--- src/rtl/mem_port_arbiter.sv ---
// Shares one memory port between instruction fetch and data access, one transaction at a time.
// Define ARB_FAIR_EN to build the fetch-fairness counter; without it data wins every tie.
module mem_port_arbiter #(
    parameter int FAIR_MAX = 2
) (
    input  logic        clk,
    input  logic        rst,
    input  logic        if_req,
    input  logic [31:0] if_adr,
    output logic [31:0] if_rdata,
    output logic        if_ack,
    input  logic        d_req,
    input  logic        d_we,
    input  logic [31:0] d_adr,
    input  logic [31:0] d_wdata,
    output logic [31:0] d_rdata,
    output logic        d_ack,
    output logic        m_req,
    output logic        m_we,
    output logic [31:0] m_adr,
    output logic [31:0] m_wdata,
    input  logic [31:0] m_rdata,
    input  logic        m_ack,
    output logic        if_stall,
    output logic        d_stall
);
    localparam logic [1:0] IDLE    = 2'd0;
    localparam logic [1:0] IF_BUSY = 2'd1;
    localparam logic [1:0] D_BUSY  = 2'd2;

    logic [1:0]  state_q, state_d;
    logic        m_we_q, m_we_d;
    logic [31:0] m_adr_q, m_adr_d;
    logic [31:0] m_wdata_q, m_wdata_d;
    logic        if_ack_q, if_ack_d;
    logic        d_ack_q, d_ack_d;
    logic [31:0] if_rdata_q, if_rdata_d;
    logic [31:0] d_rdata_q, d_rdata_d;

    logic fair_force;
    logic if_win;
    logic grant_if;
    logic grant_d;

    // Priority is decided on the raw requests; the retiring requester is then
    // blocked from a re-grant rather than handing the slot to the other side.
    assign if_win   = if_req & (~d_req | fair_force);
    assign grant_if = (state_q == IDLE) & if_win & ~if_ack_q;
    assign grant_d  = (state_q == IDLE) & d_req & ~if_win & ~d_ack_q;

`ifdef ARB_FAIR_EN
    localparam logic [1:0] FAIR_MAX_C = 2'(FAIR_MAX);

    logic [1:0] fair_q, fair_d;

    assign fair_force = (fair_q == FAIR_MAX_C);

    always_comb begin
        fair_d = fair_q;
        if (grant_if)
            fair_d = 2'd0;
        else if (grant_d && if_req && (fair_q != 2'd3))
            fair_d = fair_q + 2'd1;
    end

    always_ff @(posedge clk or posedge rst) begin
        if (rst) fair_q <= 2'd0;
        else     fair_q <= fair_d;
    end
`else
    logic unused_fair_max;
    assign unused_fair_max = ^FAIR_MAX;
    assign fair_force      = 1'b0;
`endif

    always_comb begin
        state_d    = state_q;
        m_we_d     = m_we_q;
        m_adr_d    = m_adr_q;
        m_wdata_d  = m_wdata_q;
        if_ack_d   = 1'b0;
        d_ack_d    = 1'b0;
        if_rdata_d = if_rdata_q;
        d_rdata_d  = d_rdata_q;
        case (state_q)
            IDLE: begin
                if (grant_if) begin
                    state_d   = IF_BUSY;
                    m_adr_d   = if_adr;
                    m_we_d    = 1'b0;
                    m_wdata_d = 32'd0;
                end else if (grant_d) begin
                    state_d   = D_BUSY;
                    m_adr_d   = d_adr;
                    m_we_d    = d_we;
                    m_wdata_d = d_wdata;
                end
            end
            IF_BUSY: begin
                if (m_ack) begin
                    state_d    = IDLE;
                    if_ack_d   = 1'b1;
                    if_rdata_d = m_rdata;
                end
            end
            D_BUSY: begin
                if (m_ack) begin
                    state_d = IDLE;
                    d_ack_d = 1'b1;
                    if (!m_we_q) d_rdata_d = m_rdata;
                end
            end
            default: state_d = IDLE;
        endcase
    end

    always_ff @(posedge clk or posedge rst) begin
        if (rst) begin
            state_q    <= IDLE;
            m_we_q     <= 1'b0;
            m_adr_q    <= 32'd0;
            m_wdata_q  <= 32'd0;
            if_ack_q   <= 1'b0;
            d_ack_q    <= 1'b0;
            if_rdata_q <= 32'd0;
            d_rdata_q  <= 32'd0;
        end else begin
            state_q    <= state_d;
            m_we_q     <= m_we_d;
            m_adr_q    <= m_adr_d;
            m_wdata_q  <= m_wdata_d;
            if_ack_q   <= if_ack_d;
            d_ack_q    <= d_ack_d;
            if_rdata_q <= if_rdata_d;
            d_rdata_q  <= d_rdata_d;
        end
    end

    assign m_req    = (state_q != IDLE);
    assign m_we     = m_we_q;
    assign m_adr    = m_adr_q;
    assign m_wdata  = m_wdata_q;
    assign if_ack   = if_ack_q;
    assign d_ack    = d_ack_q;
    assign if_rdata = if_rdata_q;
    assign d_rdata  = d_rdata_q;
    assign if_stall = if_req & ~if_ack_q;
    assign d_stall  = d_req & ~d_ack_q;

endmodule

--- config.mk ---
export PLATFORM = sky130hd
export DESIGN_NAME = mem_port_arbiter
export DESIGN_NICKNAME = d
export VERILOG_FILES = /design/src/rtl/mem_port_arbiter.sv
export SDC_FILE = /design/constraint.sdc
export NUM_CORES = 1
export LEC_CHECK = 0
export ABC_AREA = 1
export CAP_MARGIN = 20
export CORE_MARGIN = 2
export CORE_UTILIZATION = 37
export CTS_CLUSTER_DIAMETER = 60
export DETAILED_ROUTE_END_ITERATION = 12
export PLACE_DENSITY = 0.77
export SYNTH_ARGS = -nofsm -noshare
export SYNTH_HDL_FRONTEND = slang
export SYNTH_SLANG_ARGS = --single-unit
--- constraint.sdc ---
create_clock -name clk -period 4 [get_ports clk]
set_input_delay 0.4 -clock clk [delete_from_list [all_inputs] [get_ports clk]]
set_output_delay 0.4 -clock clk [all_outputs]
set_load 0.02 [all_outputs]
==> results_dict.tcl, run 1 <==
set metrics [dict create \
    rrSetupSlack_ns 1.86 \
    start_kind "flop" \
    rsz0062_at_grt "no" \
    cts.path.max_buffers 2 \
    cts_hold_buf 0 \
    synth_top_area_cell "dfrtp_1" \
    drcViolationCount 0 \
    ys_seq_area_frac 0.601 \
    synthAdderAreaFrac 0.00678 \
    layout_min_cycle_time_ns 2.25 \
    clk_pin_slew_ns 0.05 \
    postLayoutCoreUtil 0.615 \
    die_w_um 126 \
    worst_ep_required_time_ns 3.60 \
    worst_pin_slew_ns 0.980 \
    muxShareOfSynthArea 0 \
    hold_path.class "in -> async" \
    cap_violations 0 \
    clock-skew-final_ns 0.00893 \
    critPathSlowestCell "clkdlybuf4s50_1" \
    grt_pass1_vias 4981 \
    grt_pass1_wl_um 25900 \
    crit_path_max_incr_delay_ns 0.62 \
    cp-end-kind "output pin" \
    finalHoldViolations 0 \
    ant_nets 0 \
    portBuffers 267 \
    drive_above_1_share 0.0518 \
    postPlaceCellArea_sq_mm 0.00827 \
    cts_tree "built" \
    synth_xor_area_frac 0 \
    drt_iter0_markers 230 \
    r2r-end "m_adr[27]" \
    fin_tns_setup_ns 0 \
    status "complete, no violations" \
    finalSetupViolations 0 \
    reg2reg_from "state_q[0]" \
    synthArstFlopShare 1.00 \
    grt_overflow 0 \
    clock_latency_ns 0.42 \
    synth.most_common_cell "nand2_1" \
    design_power_total_mw 7.36 \
    cts_made_buffers 17 \
    cts_root_buf "clkbuf_16" \
    die_area_sq_mm 0.0160 \
    firstDrtPassIters 4 \
    antenna_cells 0 \
    yosys.cell_types.count 18 \
    antenna_found_initial 1 \
    critPathMaxFanout 3 \
    synth_common_cells "nand2_1, dfrtp_1, o21ai_0, inv_1, nand3_1" \
    synth_top_family_by_area "simple AND/OR/NAND/NOR gates" \
    synth_top_area_frac 0.601 \
    cts_htree_levels 4 \
    std_cell_rows 44 \
    grt_max_degree 122 \
    fmax_ghz 0.445 \
    ioPinCount 268 \
    synth_compound_gate_area_share 0.116 \
    syn_avg_cell_area_sq_um 8.88 \
    routed_wl_um 16100 \
    min_period_over_period 0.562 \
    synthTopCellsByArea "dfrtp_1, nand2_1, o21ai_0" \
    synth_edf_count 0 \
    path_cells "inv_1 > ha_1 > inv_2 > clkdlybuf4s50_1" \
    start_util 0.380 \
    syn_area_sq_mm 0.00554 \
    place.gp.congestion 0.803 \
    cts.sinks 133 \
    worst-setup-path-type "reg -> out" \
    layout.nets 1013 \
    via_per_inst 4.71 \
    crit_arrival_ns 1.85 \
    areaGrowthSynthToFinish_pct 62.0 \
    ys_seq_elements 133 \
    worst_hold_slack_ns 0.436 \
    vias 5048 \
    slew_headroom 0.347 \
    powerDensity_mw_per_mm2 819 \
    design_area_sq_mm 0.00898 \
    wl_per_cell_um 15.1 \
    dp_hpwl_um 11100 \
    max-vdd-ir-drop_v 0.000444 \
    synthesis.nets 761 \
    finalMaxSlewViolations 0 \
    grt_usage 0.207 \
    synthSimpleGateAreaFrac 0.183 \
    post_cts.repair.setup_buffers 0 \
    worst_r2r_path_depth 7 \
    yosysWarnings 0 \
    synth_cells 624 \
    post_cts_resized 0 \
    core_sq_mm 0.0146 \
    leakage_nw 4.33 \
    synth_flop_cell "dfrtp_1" \
    chipHeight_um 126 \
]
-- state kept, by name, summed over array words and instances, names as in the netlist --
name / cells
d_rdata: 32
m_adr: 32
state_q: 2
m_we: 1
if_rdata: 32
m_wdata: 32
if_ack: 1
d_ack: 1
-- where the power goes --
part	switching [mW]	internal (mW)	leakage, nW
Sequential	0.351	1.97	1.65
Combinational	1.82	1.55	2.37
Clock	0.576	1.09	0.305
Total	2.75	4.61	4.33
-- metal layers --
| metal | vias up | global-route usage | part of all wire |
|---|---|---|---|
| met4 | 2 | 0.0821 | 0.019 |
| li1 | 2491 | - | - |
| met2 | 219 | 0.326 | 0.47 |
| met5 | - | 0 | 0.00099 |
| met3 | 26 | 0.0962 | 0.11 |
| met1 | 2310 | 0.248 | 0.40 |
-- per-stage QoR --
| step | setup slack (ns) | instances |
|---|---|---|
| 2_1_floorplan | 0.0456 | 624 |
| 3_3_place_gp | 1.47 | 1038 |
| 3_5_place_dp | 1.44 | 1038 |
| 4_1_cts | 1.57 | 1069 |
| 5_1_grt | 1.64 | 1072 |
| 6_report | 1.75 | 1072 |
-- layout by cell type (no fill, tap or decap) --
| cell type | synthesis | layout |
|---|---|---|
| clkdlybuf4s50_1 | 0 | 267 |
| nand2_1 | 171 | 170 |
| dfrtp_1 | 133 | 133 |
| o21ai_0 | 83 | 83 |
| inv_1 | 73 | 72 |
| nand3_1 | 67 | 67 |
| o21ai_1 | 45 | 45 |
| clkbuf_16 | 0 | 17 |
| bufinv_16 | 0 | 4 |
| ha_1 | 3 | 3 |
| clkinvlp_4 | 0 | 3 |
| clkbuf_8 | 0 | 3 |
| buf_12 | 0 | 3 |
| buf_4 | 0 | 3 |
| nor2_2 | 2 | 2 |
| inv_6 | 0 | 2 |
| clkinv_4 | 0 | 2 |
| or2_2 | 0 | 1 |
| nand2_2 | 1 | 1 |
| inv_2 | 1 | 1 |
| nand2_4 | 0 | 1 |
| nand3_4 | 0 | 1 |
| clkinv_1 | 1 | 1 |
| nor2_1 | 1 | 1 |
| clkinv_2 | 0 | 1 |
| buf_16 | 0 | 1 |
-- area by class of cell --
cell class	instances	area, sq um
clock buffers	20	467
clock inverters	11	174
fillers	1225	5610
inverters	75	287
multi-input cells	375	1710
flip-flops and latches	133	3330
well taps	184	230
repair buffers	274	2780
-- worst max-delay path by stage --
stage	start	to	slack (ns)
floorplan	rst	d_ack	0.05
global placement	d_req	state_q[1]	1.47
detailed placement	d_req	state_q[0]	1.44
CTS	state_q[0]	state_q[1]	1.57
global route	state_q[0]	m_adr[27]	1.64
finish	state_q[0]	m_req	1.75
-- cells by family (layout without fill, tap and decap cells) --
| logic type | after synthesis | count (layout) |
|---|---|---|
| DFF | 133 | 133 |
| and+or+nand+nor | 244 | 244 |
| adders and majority gates | 3 | 3 |
| buffers and inverters | 116 | 380 |
| AOI/OAI and AO/OA | 128 | 128 |
-- worst max-delay path: cells and delay by family (launching register included) --
family,cells,cell delay (ns)
DFF,1,0.38
adders and majority gates,1,0.27
buffers and inverters,3,0.78
Note: power is estimated with default switching activity, not from simulation.
==> run 2: changes to the inputs <==
--- a/config.mk
+++ b/config.mk
@@ -8,10 +8,10 @@
 export ABC_AREA = 1
 export CAP_MARGIN = 20
 export CORE_MARGIN = 2
-export CORE_UTILIZATION = 37
+export CORE_UTILIZATION = 41
 export CTS_CLUSTER_DIAMETER = 60
 export DETAILED_ROUTE_END_ITERATION = 12
-export PLACE_DENSITY = 0.77
+export PLACE_DENSITY = 0.81
 export SYNTH_ARGS = -nofsm -noshare
 export SYNTH_HDL_FRONTEND = slang
 export SYNTH_SLANG_ARGS = --single-unit
==> constraint.sdc (replaced) <==
create_clock -name clk -period 2.2 [get_ports clk]
set_input_delay 0.22 -clock clk [delete_from_list [all_inputs] [get_ports clk]]
set_output_delay 0.22 -clock clk [all_outputs]
set_load 0.02 [all_outputs]
==> run 2 against run 1 <==
Compared with the run above:
- non-clock buffer count rose by 4
- combinational power up 84%
- cell count shrank 0.56%
- die area is 9.5% lower
- largest cell class unchanged
- critical path type unchanged
- clock power increased by 62%
- routed wire length grew 0.96%
- utilization increased by 5.9 points
- setup slack worse by 1.6 ns
- via count increased by 1.3%
- count of clock-buffer cells in the layout increased by 4
==> results_dict.tcl, run 2 (synthesis gave the netlist of run 1 again) <==
set metrics [dict create \
    post_cts.repair.setup_buffers 0 \
    start_util 0.418 \
    finalSetupViolations 0 \
    worst-setup-path-type "reg -> out" \
    clock_latency_ns 0.42 \
    hold_path.class "in -> async" \
    ioPinCount 268 \
    ant_nets 0 \
    die_w_um 120 \
    status "complete, no violations" \
    min_period_over_period 0.925 \
    std_cell_rows 42 \
    grt_overflow 0 \
    clk_pin_slew_ns 0.05 \
    critPathSlowestCell "clkdlybuf4s50_1" \
    cts.path.max_buffers 2 \
    critPathMaxFanout 3 \
    drt_iter0_markers 308 \
    clock-skew-final_ns 0.00901 \
    vias 5115 \
    worst_hold_slack_ns 0.275 \
    grt_pass1_vias 5098 \
    firstDrtPassIters 5 \
    routed_wl_um 16300 \
    cp-end-kind "output pin" \
    start_kind "flop" \
    areaGrowthSynthToFinish_pct 61.2 \
    slew_headroom 0.591 \
    crit_buf_inv 3 \
    rsz0062_at_grt "no" \
    grt_max_degree 78 \
    worst_pin_slew_ns 0.614 \
    seq_area_sq_mm 0.00333 \
    layout_min_cycle_time_ns 2.04 \
    antenna_found_initial 0 \
    crit_path_max_incr_delay_ns 0.61 \
    via_per_inst 4.80 \
    cts_made_buffers 17 \
    dp_hpwl_um 11300 \
    grtUsageMet3 0.103 \
    grt_pass1_wl_um 25800 \
    rrSetupSlack_ns 0.50 \
    die_area_sq_mm 0.0145 \
    worst_ep_required_time_ns 1.98 \
    leakage_nw 4.32 \
    multiInputGateArea_sq_mm 0.00171 \
    drcViolationCount 0 \
    cts_root_buf "clkbuf_16" \
    cts.sinks 133 \
    use_met2 0.377 \
    finalMaxSlewViolations 0 \
    fin_tns_setup_ns 0 \
    portBuffers 267 \
    post_cts_resized 0 \
    grt.busiest_layer "met2" \
    place.gp.congestion 0.759 \
    cts_hold_buf 0 \
    fmax_ghz 0.491 \
    max-vdd-ir-drop_v 0.000865 \
    drive_above_1_share 0.0494 \
    path_cells "inv_1 > ha_1 > inv_2 > clkdlybuf4s50_1" \
    chipHeight_um 120 \
    cts_htree_levels 4 \
    layout_common_cells "clkdlybuf4s50_1, nand2_1, dfrtp_1" \
    finalHoldViolations 0 \
    powerDensity_mw_per_mm2 1470 \
    core_sq_mm 0.0132 \
    layout.nets 1017 \
    crit_arrival_ns 1.82 \
    cts_tree "built" \
    wl_per_cell_um 15.3 \
    antenna_cells 0 \
    grt_usage 0.231 \
    fillers 1051 \
    final_common_cell "clkdlybuf4s50_1" \
    path_delay_family "buffers and inverters" \
    grt_use_met1 0.263 \
    cap_violations 0 \
]
## run 2: worst reg2reg max path: cells and delay by family (launching register included)
kind | cells | cell delay, ns
buffers and inverters | 3 | 0.35
AO/OA/AOI/OAI | 1 | 0.24
flip-flops | 1 | 0.39
AND/OR/NAND/NOR | 3 | 0.34
adder cells (fa/ha/maj) | 1 | 0.25
## run 2: per-layer routing
layer  wire, um  up-vias  part of all wire
met5          0        -                 0
met4        484        0             0.030
met3       1840       32              0.11
met2       7660      223              0.47
met1       6320     2362              0.39
li1           -     2498                 -
## run 2: per-stage QoR
step                utilization  total power [mW]  instances  setup WS, ns  cell area, sq um
floorplan                     -              7.33        624         0.329              5540
global placement          0.632              10.3       1037         0.379              8370
detailed placement        0.632              10.4       1037         0.366              8370
CTS                       0.674              13.2       1066         0.139              8930
global route              0.674              13.9       1066        0.0941              8930
finish                    0.674              13.1       1066         0.164              8930
## run 2: power by group
group | switching, mW | internal (mW)
clock network | 0.981 | 1.73
registers | 0.619 | 3.58
logic | 3.35 | 2.84
total | 4.95 | 8.16
## run 2: layout make-up
type	count	area share
inverter	75	0.0319
tap	176	0.0247
clock buffer	24	0.0539
clock inverter	5	0.00841
sequential	133	0.373
timing repair buffer	278	0.317
multi-input combinational	375	0.191
## run 2: worst paths after layout
path / from / to / cells after the start
setup / recovery: state_q[0] / m_req / 4
hold / removal: rst / d_rdata[25] / 3
setup reg to reg: state_q[0] / m_adr[25] / 8
hold reg to reg: if_rdata[9] / if_rdata[9] / 2
max in group asynchronous: rst / m_adr[10] / 3
min in group clk: d_wdata[6] / m_wdata[6] / 3
